**config.mk**
```make
export PLATFORM = sky130hd
export DESIGN_NAME = i2c_master_ctrl_flat
export DESIGN_NICKNAME = d
export VERILOG_FILES = /design/src/rtl/i2c_master_ctrl_pkg.sv /design/src/rtl/i2c_master_ctrl_if.sv /design/src/rtl/i2c_master_ctrl_clk_gen.sv /design/src/rtl/i2c_master_ctrl.sv /design/src/flat_wrapper.sv
export SDC_FILE = /design/constraint.sdc
export NUM_CORES = 1
export LEC_CHECK = 0
export CAP_MARGIN = 20
export CORE_MARGIN = 5
export CORE_UTILIZATION = 44
export DETAILED_ROUTE_END_ITERATION = 7
export GPL_TIMING_DRIVEN = 1
export PLACE_DENSITY_LB_ADDON = 0.2
export SKIP_CTS_REPAIR_TIMING = 1
export SYNTH_ARGS = -nofsm -noshare
export SYNTH_HDL_FRONTEND = slang
export SYNTH_SLANG_ARGS = --single-unit
```
**constraint.sdc**
```tcl
create_clock -name clk -period 1.65 [get_ports clk]
set_input_delay 0.33 -clock clk [delete_from_list [all_inputs] [get_ports clk]]
set_output_delay 0.33 -clock clk [all_outputs]
set_load 0.05 [all_outputs]
```
**src/rtl/i2c_master_ctrl_pkg.sv**
```systemverilog
// ============================================================================
// Module : i2c_pkg
// Brief  : 8-bit I2C master state codes shared by the controller and datapath.
// Rev    : 1.0  initial release
// ============================================================================
`timescale 1ns/1ps
`default_nettype none

package i2c_pkg;

    typedef enum logic [7:0] {
        IDLE       = 8'd0,
        START      = 8'd1,
        ADDRESS    = 8'd2,
        READ_ACK   = 8'd3,
        WRITE_DATA = 8'd4,
        READ_DATA  = 8'd5,
        READ_ACK2  = 8'd6,
        WRITE_ACK2 = 8'd7,
        STOP       = 8'd8
    } i2c_state_e;

    localparam logic [3:0] COUNT_MSB = 4'd7;

endpackage

`default_nettype wire

```
**src/rtl/i2c_master_ctrl_if.sv**
```systemverilog
// ============================================================================
// Module : i2c_master_ctrl_if
// Brief  : Host/bus/datapath-facing signal bundle of the I2C master sequencer.
// Rev    : 1.0  initial release
// ============================================================================
`timescale 1ns/1ps
`default_nettype none

interface i2c_master_ctrl_if;
    logic       start_req;
    logic       rw;
    logic       sda_in;
    logic       scl;
    logic       dp_clk;
    logic [7:0] state;
    logic [3:0] count;
    logic       i2c_scl_en;
    logic       i2c_write_en;
    logic       busy;
    logic       done;
    logic       ack_err;

    modport master (
        input  start_req, rw, sda_in,
        output scl, dp_clk, state, count, i2c_scl_en, i2c_write_en,
               busy, done, ack_err
    );

    modport slave (
        output start_req, rw, sda_in,
        input  scl, dp_clk, state, count, i2c_scl_en, i2c_write_en,
               busy, done, ack_err
    );
endinterface

`default_nettype wire

```
**src/rtl/i2c_master_ctrl_clk_gen.sv**
```systemverilog
// ============================================================================
// Module : i2c_clk_gen
// Brief  : Quarter-bit divider and phase counter; idles at P0 when not running.
// Rev    : 1.0  initial release
// ============================================================================
`timescale 1ns/1ps
`default_nettype none

module i2c_clk_gen #(
    parameter int CLK_DIV = 4
) (
    input  logic       clk,
    input  logic       resetN,
    input  logic       run,
    output logic [1:0] phase,
    output logic       phase_tick,
    output logic       bit_tick
);

    localparam int               DIV_W    = (CLK_DIV > 1) ? $clog2(CLK_DIV) : 1;
    localparam logic [DIV_W-1:0] DIV_LAST = DIV_W'(CLK_DIV - 1);

    logic [DIV_W-1:0] divider;

    assign phase_tick = run && (divider == DIV_LAST);
    assign bit_tick   = phase_tick && (phase == 2'd3);

    always_ff @(posedge clk or negedge resetN) begin
        if (!resetN) begin
            divider <= '0;
            phase   <= 2'd0;
        end else if (!run) begin
            divider <= '0;
            phase   <= 2'd0;
        end else if (phase_tick) begin
            divider <= '0;
            phase   <= phase + 2'd1;
        end else begin
            divider <= divider + DIV_W'(1);
        end
    end

endmodule

`default_nettype wire

```
**src/rtl/i2c_master_ctrl.sv**
```systemverilog
// ============================================================================
// Module : i2c_master_ctrl
// Brief  : I2C master sequencer: FSM, SCL/dp_clk generation and ACK checking.
// Rev    : 1.0  initial release
// ============================================================================
`timescale 1ns/1ps
`default_nettype none

module i2c_master_ctrl
    import i2c_pkg::*;
#(
    parameter int CLK_DIV = 4
) (
    input  logic               clk,
    input  logic               resetN,
    i2c_master_ctrl_if.master  bus
);

    i2c_state_e state, state_nx;
    logic [3:0] count, count_nx;
    logic       rw_lat, rw_nx;
    logic       ack_err, ack_err_nx;
    logic       done_r, done_nx;
    logic       nack;
    logic [1:0] phase;
    logic       phase_tick, bit_tick;
    logic       scl_d, dp_clk_d;

    i2c_clk_gen #(.CLK_DIV(CLK_DIV)) u_clk_gen (
        .clk        (clk),
        .resetN     (resetN),
        .run        (state != IDLE),
        .phase      (phase),
        .phase_tick (phase_tick),
        .bit_tick   (bit_tick)
    );

    always_ff @(posedge clk or negedge resetN) begin
        if (!resetN) begin
            state   <= IDLE;
            count   <= COUNT_MSB;
            rw_lat  <= 1'b0;
            ack_err <= 1'b0;
            done_r  <= 1'b0;
        end else begin
            state   <= state_nx;
            count   <= count_nx;
            rw_lat  <= rw_nx;
            ack_err <= ack_err_nx;
            done_r  <= done_nx;
        end
    end

    // ACK slot is sampled mid-bit, on the P1->P2 edge while SCL rises
    always_ff @(posedge clk or negedge resetN) begin
        if (!resetN) begin
            nack <= 1'b0;
        end else if (phase_tick && phase == 2'd1 &&
                     (state == READ_ACK || state == READ_ACK2)) begin
            nack <= bus.sda_in;
        end
    end

    always_comb begin
        state_nx   = state;
        count_nx   = count;
        rw_nx      = rw_lat;
        ack_err_nx = ack_err;
        done_nx    = 1'b0;
        if (state == IDLE) begin
            if (bus.start_req) begin
                state_nx   = START;
                count_nx   = COUNT_MSB;
                rw_nx      = bus.rw;
                ack_err_nx = 1'b0;
            end
        end else if (bit_tick) begin
            count_nx = COUNT_MSB;
            case (state)
                START:      state_nx = ADDRESS;
                ADDRESS: begin
                    if (count == 4'd0) state_nx = READ_ACK;
                    else               count_nx = count - 4'd1;
                end
                READ_ACK: begin
                    if (nack) begin
                        state_nx   = STOP;
                        ack_err_nx = 1'b1;
                    end else begin
                        state_nx = rw_lat ? READ_DATA : WRITE_DATA;
                    end
                end
                WRITE_DATA: begin
                    if (count == 4'd0) state_nx = READ_ACK2;
                    else               count_nx = count - 4'd1;
                end
                READ_DATA: begin
                    if (count == 4'd0) state_nx = WRITE_ACK2;
                    else               count_nx = count - 4'd1;
                end
                READ_ACK2: begin
                    state_nx = STOP;
                    if (nack) ack_err_nx = 1'b1;
                end
                WRITE_ACK2: state_nx = STOP;
                STOP: begin
                    state_nx = IDLE;
                    done_nx  = 1'b1;
                end
                default:    state_nx = IDLE;
            endcase
        end
    end

    // START/STOP move the dp_clk low pulse to P2 so it straddles the SDA edge
    always_comb begin
        scl_d    = 1'b1;
        dp_clk_d = 1'b1;
        case (state)
            IDLE: begin
                scl_d    = 1'b1;
                dp_clk_d = 1'b1;
            end
            START: begin
                scl_d    = 1'b1;
                dp_clk_d = (phase != 2'd2);
            end
            STOP: begin
                scl_d    = (phase != 2'd0);
                dp_clk_d = (phase != 2'd2);
            end
            default: begin
                scl_d    = phase[1];
                dp_clk_d = (phase != 2'd1);
            end
        endcase
    end

    assign bus.scl          = scl_d;
    assign bus.dp_clk       = dp_clk_d;
    assign bus.state        = state;
    assign bus.count        = count;
    assign bus.i2c_scl_en   = state inside {ADDRESS, READ_ACK, WRITE_DATA,
                                            READ_DATA, READ_ACK2, WRITE_ACK2};
    assign bus.i2c_write_en = state inside {START, ADDRESS, WRITE_DATA,
                                            WRITE_ACK2, STOP};
    assign bus.busy         = (state != IDLE);
    assign bus.done         = done_r;
    assign bus.ack_err      = ack_err;

endmodule

`default_nettype wire
```
**src/flat_wrapper.sv**
```systemverilog
// flat-port wrapper written by rule: the top's interface ports become plain ports
module i2c_master_ctrl_flat import i2c_pkg::*;
#(
    parameter int CLK_DIV = 4
)
  (clk, resetN, bus_start_req, bus_rw, bus_sda_in, bus_scl, bus_dp_clk, bus_state, bus_count, bus_i2c_scl_en, bus_i2c_write_en, bus_busy, bus_done, bus_ack_err);
  i2c_master_ctrl_if bus_i ();
  input  logic clk;
  input  logic resetN;
  input wire logic [$bits(bus_i.start_req)-1:0] bus_start_req;
  input wire logic [$bits(bus_i.rw)-1:0] bus_rw;
  input wire logic [$bits(bus_i.sda_in)-1:0] bus_sda_in;
  output wire logic [$bits(bus_i.scl)-1:0] bus_scl;
  output wire logic [$bits(bus_i.dp_clk)-1:0] bus_dp_clk;
  output wire logic [$bits(bus_i.state)-1:0] bus_state;
  output wire logic [$bits(bus_i.count)-1:0] bus_count;
  output wire logic [$bits(bus_i.i2c_scl_en)-1:0] bus_i2c_scl_en;
  output wire logic [$bits(bus_i.i2c_write_en)-1:0] bus_i2c_write_en;
  output wire logic [$bits(bus_i.busy)-1:0] bus_busy;
  output wire logic [$bits(bus_i.done)-1:0] bus_done;
  output wire logic [$bits(bus_i.ack_err)-1:0] bus_ack_err;
  assign bus_i.start_req = bus_start_req;
  assign bus_i.rw = bus_rw;
  assign bus_i.sda_in = bus_sda_in;
  assign bus_scl = bus_i.scl;
  assign bus_dp_clk = bus_i.dp_clk;
  assign bus_state = bus_i.state;
  assign bus_count = bus_i.count;
  assign bus_i2c_scl_en = bus_i.i2c_scl_en;
  assign bus_i2c_write_en = bus_i.i2c_write_en;
  assign bus_busy = bus_i.busy;
  assign bus_done = bus_i.done;
  assign bus_ack_err = bus_i.ack_err;
  i2c_master_ctrl #(.CLK_DIV(CLK_DIV)) u_core (.clk(clk), .resetN(resetN), .bus(bus_i));
endmodule
```
==> report_table.html, run 1 <==
<table>
<tr><th>Metric</th><th>Value</th></tr>
<tr><th colspan="2">Synthesis</th></tr>
<tr><td>Gate count after technology mapping</td><td>102</td></tr>
<tr><td>Register area share after synthesis</td><td>0.400</td></tr>
<tr><td>Most instantiated flip-flop cell in the synthesis netlist</td><td>dfrtp_1</td></tr>
<tr><td>Number of warning messages in the yosys log</td><td>0</td></tr>
<tr><td>Async set-reset flop share out of synthesis</td><td>1.00</td></tr>
<tr><td>Count of distinct cell types in the synthesized netlist</td><td>38</td></tr>
<tr><td>Yosys reg bits</td><td>16</td></tr>
<tr><td>Synthesized area per cell</td><td>9.91 um2</td></tr>
<tr><td>Post-Synthesis Cell Area</td><td>1010 um2</td></tr>
<tr><td>EDFF count, synth</td><td>0</td></tr>
<tr><th colspan="2">Clock network</th></tr>
<tr><td>Level count of the clock H-tree</td><td>1</td></tr>
<tr><td>Clk buf depth</td><td>2</td></tr>
<tr><td>CTS buffer count</td><td>3</td></tr>
<tr><td>Clock tree from TritonCTS</td><td>yes</td></tr>
<tr><td>Latest clock arrival within the worst-skew pair</td><td>0.28 ns</td></tr>
<tr><td>Clock transition time at the flip-flop clock pins of the worst setup and hold paths</td><td>0.10 ns</td></tr>
<tr><td>Sink count of the clock tree</td><td>16</td></tr>
<tr><td>Clock tree root buffer cell</td><td>clkbuf_4</td></tr>
<tr><th colspan="2">Die</th></tr>
<tr><td>Area of the core region</td><td>2210 um2</td></tr>
<tr><td>Die area</td><td>3360 um2</td></tr>
<tr><td>DIE WIDTH</td><td>57.9 um</td></tr>
<tr><td>Row count</td><td>17</td></tr>
<tr><td>Die height</td><td>57.9 um</td></tr>
<tr><td>Initial cell density of the core</td><td>0.457</td></tr>
<tr><td>Number of ports placed on the die boundary</td><td>24</td></tr>
<tr><th colspan="2">Critical path</th></tr>
<tr><td>Data required time of the critical path</td><td>1.32 ns</td></tr>
<tr><td>Crit path buffers/inverters</td><td>2</td></tr>
<tr><td>Worst endpoint data arrival time</td><td>1.56 ns</td></tr>
<tr><td>Crit Path Max Fanout</td><td>5</td></tr>
<tr><td>Crit start category</td><td>flop</td></tr>
<tr><td>Endpoint kind of the worst setup timing path</td><td>output pin</td></tr>
<tr><td>Critical path class</td><td>reg -&gt; out</td></tr>
<tr><td>Largest stage delay on the critical path</td><td>0.45 ns</td></tr>
<tr><td>Slowest stage cell on the critical path</td><td>dfrtp_2</td></tr>
<tr><td>Cell chain of the critical path</td><td>buf_4 -&gt; xnor2_2 -&gt; xor2_1 -&gt; o21ai_4 -&gt; buf_12</td></tr>
<tr><td>Worst path top cell family by delay</td><td>flip-flops</td></tr>
<tr><th colspan="2">Timing</th></tr>
<tr><td>Ratio of final minimum period to clock period</td><td>1.14</td></tr>
<tr><td>Minimum hold slack</td><td>0.356 ns</td></tr>
<tr><td>Setup repair after global routing missed its margin</td><td>yes</td></tr>
<tr><td>Max Freq</td><td>530 MHz</td></tr>
<tr><td>Count of final setup violators</td><td>9</td></tr>
<tr><td>Minimum clock period after layout</td><td>1.89 ns</td></tr>
<tr><td>Final Hold Viols</td><td>0</td></tr>
<tr><td>Final setup skew</td><td>0.00439 ns</td></tr>
<tr><td>Final Slew Violations</td><td>0</td></tr>
<tr><td>Least setup slack across all paths after layout</td><td>-0.237 ns</td></tr>
<tr><th colspan="2">Global routing</th></tr>
<tr><td>Number of global-route vias before repair</td><td>915</td></tr>
<tr><td>Number of antenna violations at the first check in global routing</td><td>0</td></tr>
<tr><td>Congestion Overflow GR</td><td>0</td></tr>
<tr><td>Combined global-route utilization of all metal layers</td><td>0.155</td></tr>
<tr><td>Maximum number of pins on one net before global-route repair</td><td>17</td></tr>
<tr><td>First-pass GRT wire length</td><td>4030 um</td></tr>
<tr><th colspan="2">Finish</th></tr>
<tr><td>Antenna diode count</td><td>0</td></tr>
<tr><td>Share of final-layout standard cells stronger than drive strength 1</td><td>0.584</td></tr>
<tr><td>Commonest non-fill, non-tap cell in the layout</td><td>buf_4</td></tr>
<tr><td>Layout area overhead</td><td>74.0%</td></tr>
<tr><td>Layout Nets</td><td>165</td></tr>
<tr><td>Highest-count cells in the layout ignoring fill and taps</td><td>buf_4 (34), nor2_1 (13), buf_12 (11)</td></tr>
<tr><td>Final instance count without filler cells</td><td>182</td></tr>
<tr><th colspan="2">Hold path</th></tr>
<tr><td>Hold/Removal Path Class</td><td>in -&gt; async</td></tr>
<tr><th colspan="2">Pwr</th></tr>
<tr><td>Peak supply drop</td><td>2080 uV</td></tr>
<tr><td>Overall power of the completed layout</td><td>3.58 mW</td></tr>
<tr><td>Leakage power summed over all cells</td><td>0.787 nW</td></tr>
<tr><td>Power density over the cells</td><td>2040 nW/um2</td></tr>
<tr><th colspan="2">Routing</th></tr>
<tr><td>Initial DRC count</td><td>15</td></tr>
<tr><td>Drc violations</td><td>0</td></tr>
<tr><td>Number of vias per cell after detailed routing</td><td>5.14</td></tr>
<tr><td>First drt pass iteration count</td><td>4</td></tr>
<tr><td>Antenna-violating nets left</td><td>0</td></tr>
<tr><td>Average routed wire per standard cell</td><td>14.9 um</td></tr>
<tr><td>Routed wire length</td><td>2700 um</td></tr>
<tr><td>Total number of vias</td><td>936</td></tr>
<tr><th colspan="2">Place</th></tr>
<tr><td>Estimated wirelength of the detail-placed design</td><td>1970 um</td></tr>
<tr><td>Pre-CTS setup slack</td><td>-0.0602 ns</td></tr>
<tr><td>GPL Wtd Cong</td><td>0.838</td></tr>
<tr><td>Cell count after placement</td><td>166</td></tr>
<tr><td>IO Port Bufs</td><td>19</td></tr>
<tr><th colspan="2">Status</th></tr>
<tr><td>Violations in the final reports</td><td>setup timing</td></tr>
<tr><td>Run status</td><td>finished, violations left</td></tr>
<tr><th colspan="2">Flow run</th></tr>
<tr><td>Number of maximum-capacitance violations</td><td>0</td></tr>
</table>
==> per-stage QoR <==
step           utilization   TNS, ns  cell area, um2
6_report             0.795     -1.35            1760
4_1_cts              0.709     -1.38            1570
3_3_place_gp         0.693  -0.00766            1530
5_1_grt              0.795     -2.09            1760
2_1_floorplan            -    -0.675            1120
3_5_place_dp         0.693    -0.127            1530
==> final cells by class <==
class / instances / area [um2]
well taps: 28 / 35.0
clock buffers: 4 / 36.3
inverters: 5 / 18.8
repair buffers: 53 / 561
flip-flops and latches: 16 / 410
fillers: 141 / 453
multi-input cells: 76 / 698
==> worst reg2reg max path, delay by kind of cell (launching register included) <==
kind                   cells  cell delay [ns]
multiplexers               1             0.33
buffers and inverters      1             0.18
flip-flops                 1             0.52
AO/OA/AOI/OAI              2             0.43
AND/OR/NAND/NOR            1             0.25
==> cell usage after synthesis, types with 3 or more instances <==
library cell / number / area (um2)
nor2_1: 16 / 60.1
dfrtp_1: 13 / 325
a21oi_1: 5 / 25.0
ha_1: 5 / 62.6
inv_1: 5 / 18.8
nor3_1: 5 / 25.0
buf_4: 4 / 30.0
nand2_1: 4 / 15.0
o21ai_0: 4 / 20.0
clkbuf_8: 3 / 41.3
dfstp_2: 3 / 78.8
==> cell families (layout without fill, tap and decap cells) <==
logic type | Yosys count | in the layout | share of synthesized area
buf+inv | 13 | 62 | 0.100
fa+ha+maj | 5 | 5 | 0.0619
mux | 5 | 5 | 0.0569
compound gates | 21 | 21 | 0.146
flops | 16 | 16 | 0.400
simple gates | 37 | 37 | 0.197
xor+xnor | 4 | 4 | 0.0347
other cells | 1 | 4 | 0.00371
==> per-layer routing <==
metal / global-route usage / routed length, um
met1: 0.188 / 1180
met2: 0.260 / 1400
met3: 0.0312 / 94
met4: 0.0762 / 25
met5: 0 / 0
==> state kept, by name (all words and copies together) (netlist names) <==
name / cells
u_core.rw_lat: 1
u_core.bus.ack_err: 1
u_core.u_clk_gen.divider: 2
u_core.bus.count: 4
u_core.nack: 1
u_core.bus.done: 1
u_core.bus.state: 4
u_core.u_clk_gen.phase: 2
==> power by group <==
group	total (mW)	switching [mW]	internal, mW
combinational	2.61	1.35	1.27
sequential	0.712	0.177	0.534
clock	0.260	0.126	0.134
==> path summary, 6_finish.rpt <==
check                                                      start                               endpoint  slack (ns)  cells past startpoint
max                              u_core.bus.state[0]$_DFFE_PN0P_                       bus_i2c_write_en       -0.24                      5
min                                                       resetN        u_core.bus.count[3]$_DFFE_PN0P_        0.36                      2
max reg2reg                      u_core.bus.state[1]$_DFFE_PN0P_        u_core.bus.state[3]$_DFFE_PN0P_       -0.18                      5
min reg2reg                u_core.u_clk_gen.divider[0]$_DFF_PN0_  u_core.u_clk_gen.divider[0]$_DFF_PN0_        0.44                      1
max in group asynchronous                                 resetN        u_core.bus.count[1]$_DFFE_PN1P_        1.05                      2
min in group clk           u_core.u_clk_gen.divider[0]$_DFF_PN0_  u_core.u_clk_gen.divider[0]$_DFF_PN0_        0.44                      1
(Power assumes the default switching activity.)
==> inputs of run 2 (changes only) <==
--- a/config.mk
+++ b/config.mk
@@ -6,6 +6,7 @@
 export NUM_CORES = 1
 export LEC_CHECK = 0
 export CAP_MARGIN = 20
+export CORE_ASPECT_RATIO = 0.8
 export CORE_MARGIN = 5
 export CORE_UTILIZATION = 44
 export DETAILED_ROUTE_END_ITERATION = 7
@@ -15,3 +16,4 @@
 export SYNTH_ARGS = -nofsm -noshare
 export SYNTH_HDL_FRONTEND = slang
 export SYNTH_SLANG_ARGS = --single-unit
+export TNS_END_PERCENT = 5
==> run 2 against run 1 <==
Against the previous run: design area shrank 9.0%; sequential share of layout area grew 2.2 points; maximum frequency fell by 3.0%; clock skew up 0.0042 ns; the flow still finishes with violations (setup timing); largest cell class unchanged; global-route usage fell by 0.38 points.
==> report_table.html, run 2 (synthesized netlist as in run 1, its figures left out) <==
<table>
<tr><th>Metric</th><th>Value</th></tr>
<tr><th colspan="2">Clock network</th></tr>
<tr><td>Clock transition time at the flip-flop clock pins of the worst setup and hold paths</td><td>0.10 ns (about the same)</td></tr>
<tr><td>Clock tree from TritonCTS</td><td>yes</td></tr>
<tr><td>CTS buffer count</td><td>3 (unchanged)</td></tr>
<tr><td>Level count of the clock H-tree</td><td>1 (unchanged)</td></tr>
<tr><td>Clk buf depth</td><td>2 (unchanged)</td></tr>
<tr><td>Latest clock arrival within the worst-skew pair</td><td>0.29 ns (about the same)</td></tr>
<tr><td>Sink count of the clock tree</td><td>16 (unchanged)</td></tr>
<tr><td>Clock tree root buffer cell</td><td>clkbuf_4</td></tr>
<tr><th colspan="2">Routing</th></tr>
<tr><td>Average routed wire per standard cell</td><td>14.8 um (-0.11%)</td></tr>
<tr><td>Total number of vias</td><td>901 (-3.7%)</td></tr>
<tr><td>Number of vias per cell after detailed routing</td><td>5.33 (+3.7%)</td></tr>
<tr><td>Routed wire length</td><td>2510 um (-7.2%)</td></tr>
<tr><td>Antenna-violating nets left</td><td>0 (unchanged)</td></tr>
<tr><td>Drc violations</td><td>0 (unchanged)</td></tr>
<tr><td>First drt pass iteration count</td><td>4 (unchanged)</td></tr>
<tr><td>Initial DRC count</td><td>32 (+17)</td></tr>
<tr><th colspan="2">Timing</th></tr>
<tr><td>Setup repair after global routing missed its margin</td><td>yes</td></tr>
<tr><td>Ratio of final minimum period to clock period</td><td>1.18 (+0.0349)</td></tr>
<tr><td>Minimum hold slack</td><td>0.338 ns (-0.0186 ns)</td></tr>
<tr><td>Minimum clock period after layout</td><td>1.94 ns (+0.0576 ns)</td></tr>
<tr><td>Max Freq</td><td>514 MHz (-3.0%)</td></tr>
<tr><td>Final setup skew</td><td>0.00857 ns (+0.00418 ns)</td></tr>
<tr><td>Final Slew Violations</td><td>0 (unchanged)</td></tr>
<tr><td>Least setup slack across all paths after layout</td><td>-0.294 ns (-0.0576 ns)</td></tr>
<tr><td>Count of final setup violators</td><td>7 (-2)</td></tr>
<tr><td>Final Hold Viols</td><td>0 (unchanged)</td></tr>
<tr><th colspan="2">Global routing</th></tr>
<tr><td>Number of antenna violations at the first check in global routing</td><td>0 (unchanged)</td></tr>
<tr><td>Maximum number of pins on one net before global-route repair</td><td>17 (unchanged)</td></tr>
<tr><td>Combined global-route utilization of all metal layers</td><td>0.151 (-0.00380)</td></tr>
<tr><td>First-pass GRT wire length</td><td>3970 um (-1.5%)</td></tr>
<tr><td>Number of global-route vias before repair</td><td>846 (-7.5%)</td></tr>
<tr><td>Congestion Overflow GR</td><td>0 (unchanged)</td></tr>
<tr><th colspan="2">Pwr</th></tr>
<tr><td>NetSw</td><td>1.54 mW (-6.6%)</td></tr>
<tr><td>Peak supply drop</td><td>2220 uV (+6.7%)</td></tr>
<tr><td>Power density over the cells</td><td>2060 nW/um2 (+1.1%)</td></tr>
<tr><td>Cell-internal power</td><td>1.76 mW (-9.2%)</td></tr>
<tr><td>Fraction of power spent switching nets</td><td>0.467 (+0.00698)</td></tr>
<tr><td>Overall power of the completed layout</td><td>3.30 mW (-8.0%)</td></tr>
<tr><td>Leakage power summed over all cells</td><td>0.736 nW (-6.4%)</td></tr>
<tr><td>Register share of total power</td><td>0.218 (+0.019)</td></tr>
<tr><td>Gate power share</td><td>0.702 (-0.027)</td></tr>
<tr><td>Clock share of power</td><td>0.080 (+0.007)</td></tr>
<tr><th colspan="2">Status</th></tr>
<tr><td>Violations in the final reports</td><td>setup timing</td></tr>
<tr><td>Run status</td><td>finished, violations left</td></tr>
<tr><th colspan="2">Hold path</th></tr>
<tr><td>Hold/Removal Path Class</td><td>in -&gt; async</td></tr>
<tr><th colspan="2">Finish</th></tr>
<tr><td>Layout area overhead</td><td>58.4%</td></tr>
<tr><td>Area used by multi-input combinational logic</td><td>621 um2 (-11%)</td></tr>
<tr><td>Share of final-layout standard cells stronger than drive strength 1</td><td>0.521 (-0.0636)</td></tr>
<tr><td>Number of filler instances in the final layout</td><td>154 (+9.2%)</td></tr>
<tr><td>Highest-count cells in the layout ignoring fill and taps</td><td>buf_4 (24), nor2_1 (12), buf_12 (11)</td></tr>
<tr><td>Layout Nets</td><td>155 (-6.1%)</td></tr>
<tr><td>Commonest non-fill, non-tap cell in the layout</td><td>buf_4</td></tr>
<tr><td>Final instance count without filler cells</td><td>169 (-7.1%)</td></tr>
<tr><td>Largest registers</td><td>u_core.bus.count x4, u_core.bus.state x4</td></tr>
<tr><td>Core utilization of the finished layout</td><td>0.736 (-0.0596)</td></tr>
<tr><td>Antenna diode count</td><td>0 (unchanged)</td></tr>
<tr><td>Seq. cell area</td><td>409 um2 (-0.31%)</td></tr>
<tr><th colspan="2">Die</th></tr>
<tr><td>Area of the core region</td><td>2180 um2 (-1.6%)</td></tr>
<tr><td>Initial cell density of the core</td><td>0.464 (+0.00735)</td></tr>
<tr><td>Die height</td><td>52.9 um (-8.7%)</td></tr>
<tr><td>Row count</td><td>15 (-2)</td></tr>
<tr><td>Die area</td><td>3360 um2 (+0.17%)</td></tr>
<tr><td>DIE WIDTH</td><td>63.6 um (+9.8%)</td></tr>
<tr><td>Number of ports placed on the die boundary</td><td>24 (unchanged)</td></tr>
<tr><th colspan="2">Place</th></tr>
<tr><td>Cell count after placement</td><td>162 (-2.4%)</td></tr>
<tr><td>IO Port Bufs</td><td>19 (unchanged)</td></tr>
<tr><td>Estimated wirelength of the detail-placed design</td><td>1860 um (-5.7%)</td></tr>
<tr><td>Pre-CTS setup slack</td><td>-0.0509 ns (+0.00923 ns)</td></tr>
<tr><td>GPL Wtd Cong</td><td>0.848 (+1.2%)</td></tr>
<tr><th colspan="2">Flow run</th></tr>
<tr><td>Number of maximum-capacitance violations</td><td>0 (unchanged)</td></tr>
<tr><th colspan="2">Critical path</th></tr>
<tr><td>Worst endpoint data arrival time</td><td>1.61 ns (+0.05 ns)</td></tr>
<tr><td>Crit Path Max Fanout</td><td>7 (+2)</td></tr>
<tr><td>Critical path class</td><td>reg -&gt; out</td></tr>
<tr><td>Crit start category</td><td>flop</td></tr>
<tr><td>Data required time of the critical path</td><td>1.32 ns (about the same)</td></tr>
<tr><td>Endpoint kind of the worst setup timing path</td><td>output pin</td></tr>
</table>
run 2: stage by stage:
step                instance area, um2  setup TNS [ns]
floorplan                         1070           -1.66
global placement                  1470         -0.0271
detailed placement                1470          -0.101
CTS                               1500           -1.22
global route                      1600           -1.75
finish                            1600           -1.14
run 2: final cells by class:
type / count / area share
repair buffers: 43 / 0.303
flip-flops and latches: 16 / 0.255
inverters: 5 / 0.0117
clock buffers: 4 / 0.0227
multi-input cells: 76 / 0.387
well taps: 25 / 0.0195
run 2: power by group through the flow:
stage          logic, mW  clock network [mW]  registers (mW)
3_5_place_dp        2.12                   0           0.708
3_3_place_gp        2.08                   0           0.697
5_1_grt             2.45               0.292           0.741
2_1_floorplan       1.15                   0           0.847
4_1_cts             2.13               0.265           0.701
6_report            2.31               0.265           0.718
run 2: final timing paths:
kind | start | to | slack [ns] | cells after the start
worst min-delay path | resetN | u_core.bus.done$_DFF_PN0_ | 0.34 | 2
worst max register to register | u_core.bus.state[1]$_DFFE_PN0P_ | u_core.bus.state[2]$_DFFE_PN0P_ | -0.08 | 6
worst min register to register | u_core.u_clk_gen.divider[0]$_DFF_PN0_ | u_core.u_clk_gen.divider[0]$_DFF_PN0_ | 0.44 | 1
max in group asynchronous | resetN | u_core.bus.count[0]$_DFFE_PN1P_ | 1.05 | 2
worst max-delay path | u_core.bus.state[0]$_DFFE_PN0P_ | bus_i2c_write_en | -0.29 | 5
min in group clk | u_core.u_clk_gen.divider[0]$_DFF_PN0_ | u_core.u_clk_gen.divider[0]$_DFF_PN0_ | 0.44 | 1
run 2: metal layers:
metal  part of all wire  vias up  track usage
li1                   -      434            -
met1               0.44      423        0.206
met2               0.47       40        0.235
met3              0.079        4       0.0488
met4             0.0084        0       0.0311
met5                  0        -            0
run 2: critical path, stage by stage (launching register included):
cell and delay [ns]:
dfrtp_2 0.48, buf_4 0.19, xnor2_2 0.19, xor2_1 0.22, o21ai_2 0.09, buf_12 0.15
==> inputs of run 3 (changes only) <==
--- a/config.mk
+++ b/config.mk
@@ -7,10 +7,10 @@
 export LEC_CHECK = 0
 export CAP_MARGIN = 20
 export CORE_ASPECT_RATIO = 0.8
-export CORE_MARGIN = 5
 export CORE_UTILIZATION = 44
 export DETAILED_ROUTE_END_ITERATION = 7
 export GPL_TIMING_DRIVEN = 1
+export HOLD_SLACK_MARGIN = 0.15
 export PLACE_DENSITY_LB_ADDON = 0.2
 export SKIP_CTS_REPAIR_TIMING = 1
 export SYNTH_ARGS = -nofsm -noshare
==> run 3 against run 2 <==
Against the previous run: the run still ends with setup timing left; power is 1.1% higher; largest cell class unchanged; core utilization is 2.3 points higher; highest routed layer unchanged; critical endpoint is now bus_dp_clk; design area is 2.2% higher; critical path depth is 1 lower.
==> report_table.html, run 3 (synthesized netlist as in run 1, its figures left out) <==
<table>
<tr><th>Metric</th><th>Value</th></tr>
<tr><th colspan="2">Pwr</th></tr>
<tr><td>Power density over the cells</td><td>2040 nW/um2 (-1.1%)</td></tr>
<tr><td>Fraction of power spent switching nets</td><td>0.459 (-0.00836)</td></tr>
<tr><td>Register share of total power</td><td>0.210 (-0.008)</td></tr>
<tr><td>Peak supply drop</td><td>2050 uV (-7.7%)</td></tr>
<tr><td>NetSw</td><td>1.53 mW (-0.71%)</td></tr>
<tr><td>Leakage power summed over all cells</td><td>0.765 nW (+4.0%)</td></tr>
<tr><td>Gate power share</td><td>0.712 (+0.010)</td></tr>
<tr><td>Cell-internal power</td><td>1.80 mW (+2.7%)</td></tr>
<tr><td>Clock share of power</td><td>0.078 (-0.002)</td></tr>
<tr><th colspan="2">Routing</th></tr>
<tr><td>Met2 WL</td><td>1170 um (-1.6%)</td></tr>
<tr><td>Routed wire length</td><td>2360 um (-6.1%)</td></tr>
<tr><td>Drc violations</td><td>0 (unchanged)</td></tr>
<tr><td>Average routed wire per standard cell</td><td>13.5 um (-9.3%)</td></tr>
<tr><td>DR WL met3</td><td>109 um (-45%)</td></tr>
<tr><td>Uppermost signal routing layer after detailed routing</td><td>met4</td></tr>
<tr><td>Routed met1 length</td><td>1070 um (-3.1%)</td></tr>
<tr><td>Number of vias per cell after detailed routing</td><td>5.14 (-3.6%)</td></tr>
<tr><td>Total number of vias</td><td>899 (-0.22%)</td></tr>
<tr><td>Antenna-violating nets left</td><td>0 (unchanged)</td></tr>
<tr><td>Initial DRC count</td><td>15 (-53%)</td></tr>
<tr><td>First drt pass iteration count</td><td>4 (unchanged)</td></tr>
<tr><th colspan="2">Timing</th></tr>
<tr><td>Final Slew Violations</td><td>0 (unchanged)</td></tr>
<tr><td>Minimum clock period after layout</td><td>1.88 ns (-0.0619 ns)</td></tr>
<tr><td>Least setup slack across all paths after layout</td><td>-0.233 ns (+0.0619 ns)</td></tr>
<tr><td>Setup repair after global routing missed its margin</td><td>yes</td></tr>
<tr><td>Minimum hold slack</td><td>0.342 ns (+0.00376 ns)</td></tr>
<tr><td>Ratio of final minimum period to clock period</td><td>1.14 (-0.0375)</td></tr>
<tr><td>Count of final setup violators</td><td>10 (+3)</td></tr>
<tr><td>Aggregate negative setup slack</td><td>-1.11 ns (+0.0367 ns)</td></tr>
<tr><td>Final setup skew</td><td>0.0101 ns (+0.00153 ns)</td></tr>
<tr><td>Max Freq</td><td>531 MHz (+3.3%)</td></tr>
<tr><td>Final Hold Viols</td><td>0 (unchanged)</td></tr>
<tr><th colspan="2">Status</th></tr>
<tr><td>Run status</td><td>finished, violations left</td></tr>
<tr><td>Violations in the final reports</td><td>setup timing</td></tr>
<tr><th colspan="2">Clock network</th></tr>
<tr><td>Level count of the clock H-tree</td><td>1 (unchanged)</td></tr>
<tr><td>Sink count of the clock tree</td><td>16 (unchanged)</td></tr>
<tr><td>Latest clock arrival within the worst-skew pair</td><td>0.29 ns (about the same)</td></tr>
<tr><td>CTS buffer count</td><td>3 (unchanged)</td></tr>
<tr><td>Clock transition time at the flip-flop clock pins of the worst setup and hold paths</td><td>0.10 ns (about the same)</td></tr>
<tr><td>Clock tree from TritonCTS</td><td>yes</td></tr>
<tr><td>Clk buf depth</td><td>2 (unchanged)</td></tr>
<tr><td>Clock tree root buffer cell</td><td>clkbuf_4</td></tr>
<tr><th colspan="2">Place</th></tr>
<tr><td>GPL Wtd Cong</td><td>0.856 (+0.92%)</td></tr>
<tr><td>Placed Area</td><td>1480 um2 (+1.0%)</td></tr>
<tr><td>Estimated wirelength of the detail-placed design</td><td>1770 um (-5.0%)</td></tr>
<tr><td>Pre-CTS setup slack</td><td>-0.0591 ns (-0.00816 ns)</td></tr>
<tr><td>IO Port Bufs</td><td>19 (unchanged)</td></tr>
<tr><th colspan="2">Global routing</th></tr>
<tr><td>Number of antenna violations at the first check in global routing</td><td>0 (unchanged)</td></tr>
<tr><td>First-pass GRT wire length</td><td>3750 um (-5.6%)</td></tr>
<tr><td>Congestion Overflow GR</td><td>0 (unchanged)</td></tr>
<tr><td>Combined global-route utilization of all metal layers</td><td>0.193 (+0.0419)</td></tr>
<tr><td>Number of global-route vias before repair</td><td>880 (+4.0%)</td></tr>
<tr><td>Maximum number of pins on one net before global-route repair</td><td>17 (unchanged)</td></tr>
<tr><th colspan="2">Critical path</th></tr>
<tr><td>Endpoint kind of the worst setup timing path</td><td>output pin</td></tr>
<tr><td>Critical path class</td><td>reg -&gt; out</td></tr>
<tr><td>Crit path capture</td><td>bus_dp_clk</td></tr>
<tr><td>Crit start category</td><td>flop</td></tr>
<tr><td>Reg2reg start</td><td>u_core.bus.count[0]$_DFFE_PN1P_</td></tr>
<tr><td>Path depth of the worst reg2reg path</td><td>5 (-1)</td></tr>
<tr><td>Worst setup path startpoint</td><td>u_core.bus.state[0]$_DFFE_PN0P_</td></tr>
<tr><td>Worst endpoint data arrival time</td><td>1.55 ns (-0.06 ns)</td></tr>
<tr><td>Data required time of the critical path</td><td>1.32 ns (about the same)</td></tr>
<tr><td>Worst reg2reg endpoint</td><td>u_core.bus.state[3]$_DFFE_PN0P_</td></tr>
<tr><td>Worst reg-to-reg setup slack</td><td>-0.10 ns (-0.02 ns)</td></tr>
<tr><td>Crit Path Max Fanout</td><td>6 (-1)</td></tr>
<tr><th colspan="2">Die</th></tr>
<tr><td>Initial cell density of the core</td><td>0.468 (+0.00404)</td></tr>
<tr><td>Die area</td><td>2490 um2 (-26%)</td></tr>
<tr><td>Die height</td><td>44.9 um (-15%)</td></tr>
<tr><td>Row count</td><td>15 (unchanged)</td></tr>
<tr><td>DIE WIDTH</td><td>55.6 um (-13%)</td></tr>
<tr><td>Area of the core region</td><td>2160 um2 (-0.86%)</td></tr>
<tr><td>Number of ports placed on the die boundary</td><td>24 (unchanged)</td></tr>
<tr><th colspan="2">Finish</th></tr>
<tr><td>Antenna diode count</td><td>0 (unchanged)</td></tr>
<tr><td>Share of final-layout standard cells stronger than drive strength 1</td><td>0.520 (-0.000833)</td></tr>
<tr><td>Core utilization of the finished layout</td><td>0.758 (+0.0226)</td></tr>
<tr><td>Highest-count cells in the layout ignoring fill and taps</td><td>buf_4 (32), nor2_1 (14), buf_12 (11)</td></tr>
<tr><td>Number of filler instances in the final layout</td><td>140 (-9.1%)</td></tr>
<tr><td>Layout area overhead</td><td>61.9%</td></tr>
<tr><td>Final design instance area without fill</td><td>1640 um2 (+2.2%)</td></tr>
<tr><td>Largest registers</td><td>u_core.bus.count x4, u_core.bus.state x4</td></tr>
<tr><td>Commonest non-fill, non-tap cell in the layout</td><td>buf_4</td></tr>
<tr><td>Layout Nets</td><td>161 (+3.9%)</td></tr>
<tr><th colspan="2">Flow run</th></tr>
<tr><td>Number of maximum-capacitance violations</td><td>0 (unchanged)</td></tr>
<tr><th colspan="2">Hold path</th></tr>
<tr><td>Hold/Removal Path Class</td><td>in -&gt; async</td></tr>
</table>
## run 3: worst max-delay path, stage by stage (launching register included)
cell and delay, ns:
dfrtp_2 0.46, nor2b_4 0.14, a22o_1 0.23, a221oi_4 0.23
buf_6 0.19
## run 3: area by class of cell
| cell class | count | area [um2] | share of cell area |
|---|---|---|---|
| Timing Repair Buffer | 49 | 523 | 0.320 |
| Sequential cell | 16 | 409 | 0.250 |
| Clock buffer | 4 | 36.3 | 0.0222 |
| Inverter | 5 | 18.8 | 0.0115 |
| Tap cell | 25 | 31.3 | 0.0191 |
| Multi-Input combinational cell | 76 | 618 | 0.378 |
## run 3: worst min path at each step
stage	from	endpoint	slack, ns
after detailed placement	u_core.u_clk_gen.divider[0]$_DFF_PN0_	u_core.u_clk_gen.divider[0]$_DFF_PN0_	0.43
after global routing	resetN	u_core.bus.done$_DFF_PN0_	0.36
after floorplan	resetN	u_core.bus.ack_err$_DFFE_PN0P_	0.03
after CTS	resetN	u_core.bus.done$_DFF_PN0_	0.35
after global placement	u_core.u_clk_gen.divider[0]$_DFF_PN0_	u_core.u_clk_gen.divider[0]$_DFF_PN0_	0.42
final	resetN	u_core.bus.done$_DFF_PN0_	0.34
## run 3: power by group through the flow
stage	Clock (mW)	Sequential (mW)	Combinational [mW]
2_1_floorplan	0	0.847	1.15
3_3_place_gp	0	0.688	2.11
3_5_place_dp	0	0.702	2.15
4_1_cts	0.269	0.694	2.15
5_1_grt	0.283	0.725	2.51
6_report	0.260	0.700	2.37
## run 3: metal layers
metal / track usage / vias to the layer above
li1: - / 446
met1: 0.245 / 425
met2: 0.342 / 26
met3: 0.0544 / 2
met4: 0.0300 / 0
met5: 0 / -
## run 3: metrics by stage
stage | cells | total power [mW]
finish | 175 | 3.33
detailed placement | 164 | 2.85
global placement | 164 | 2.80
CTS | 168 | 3.12
floorplan | 105 | 2.00
global route | 175 | 3.52
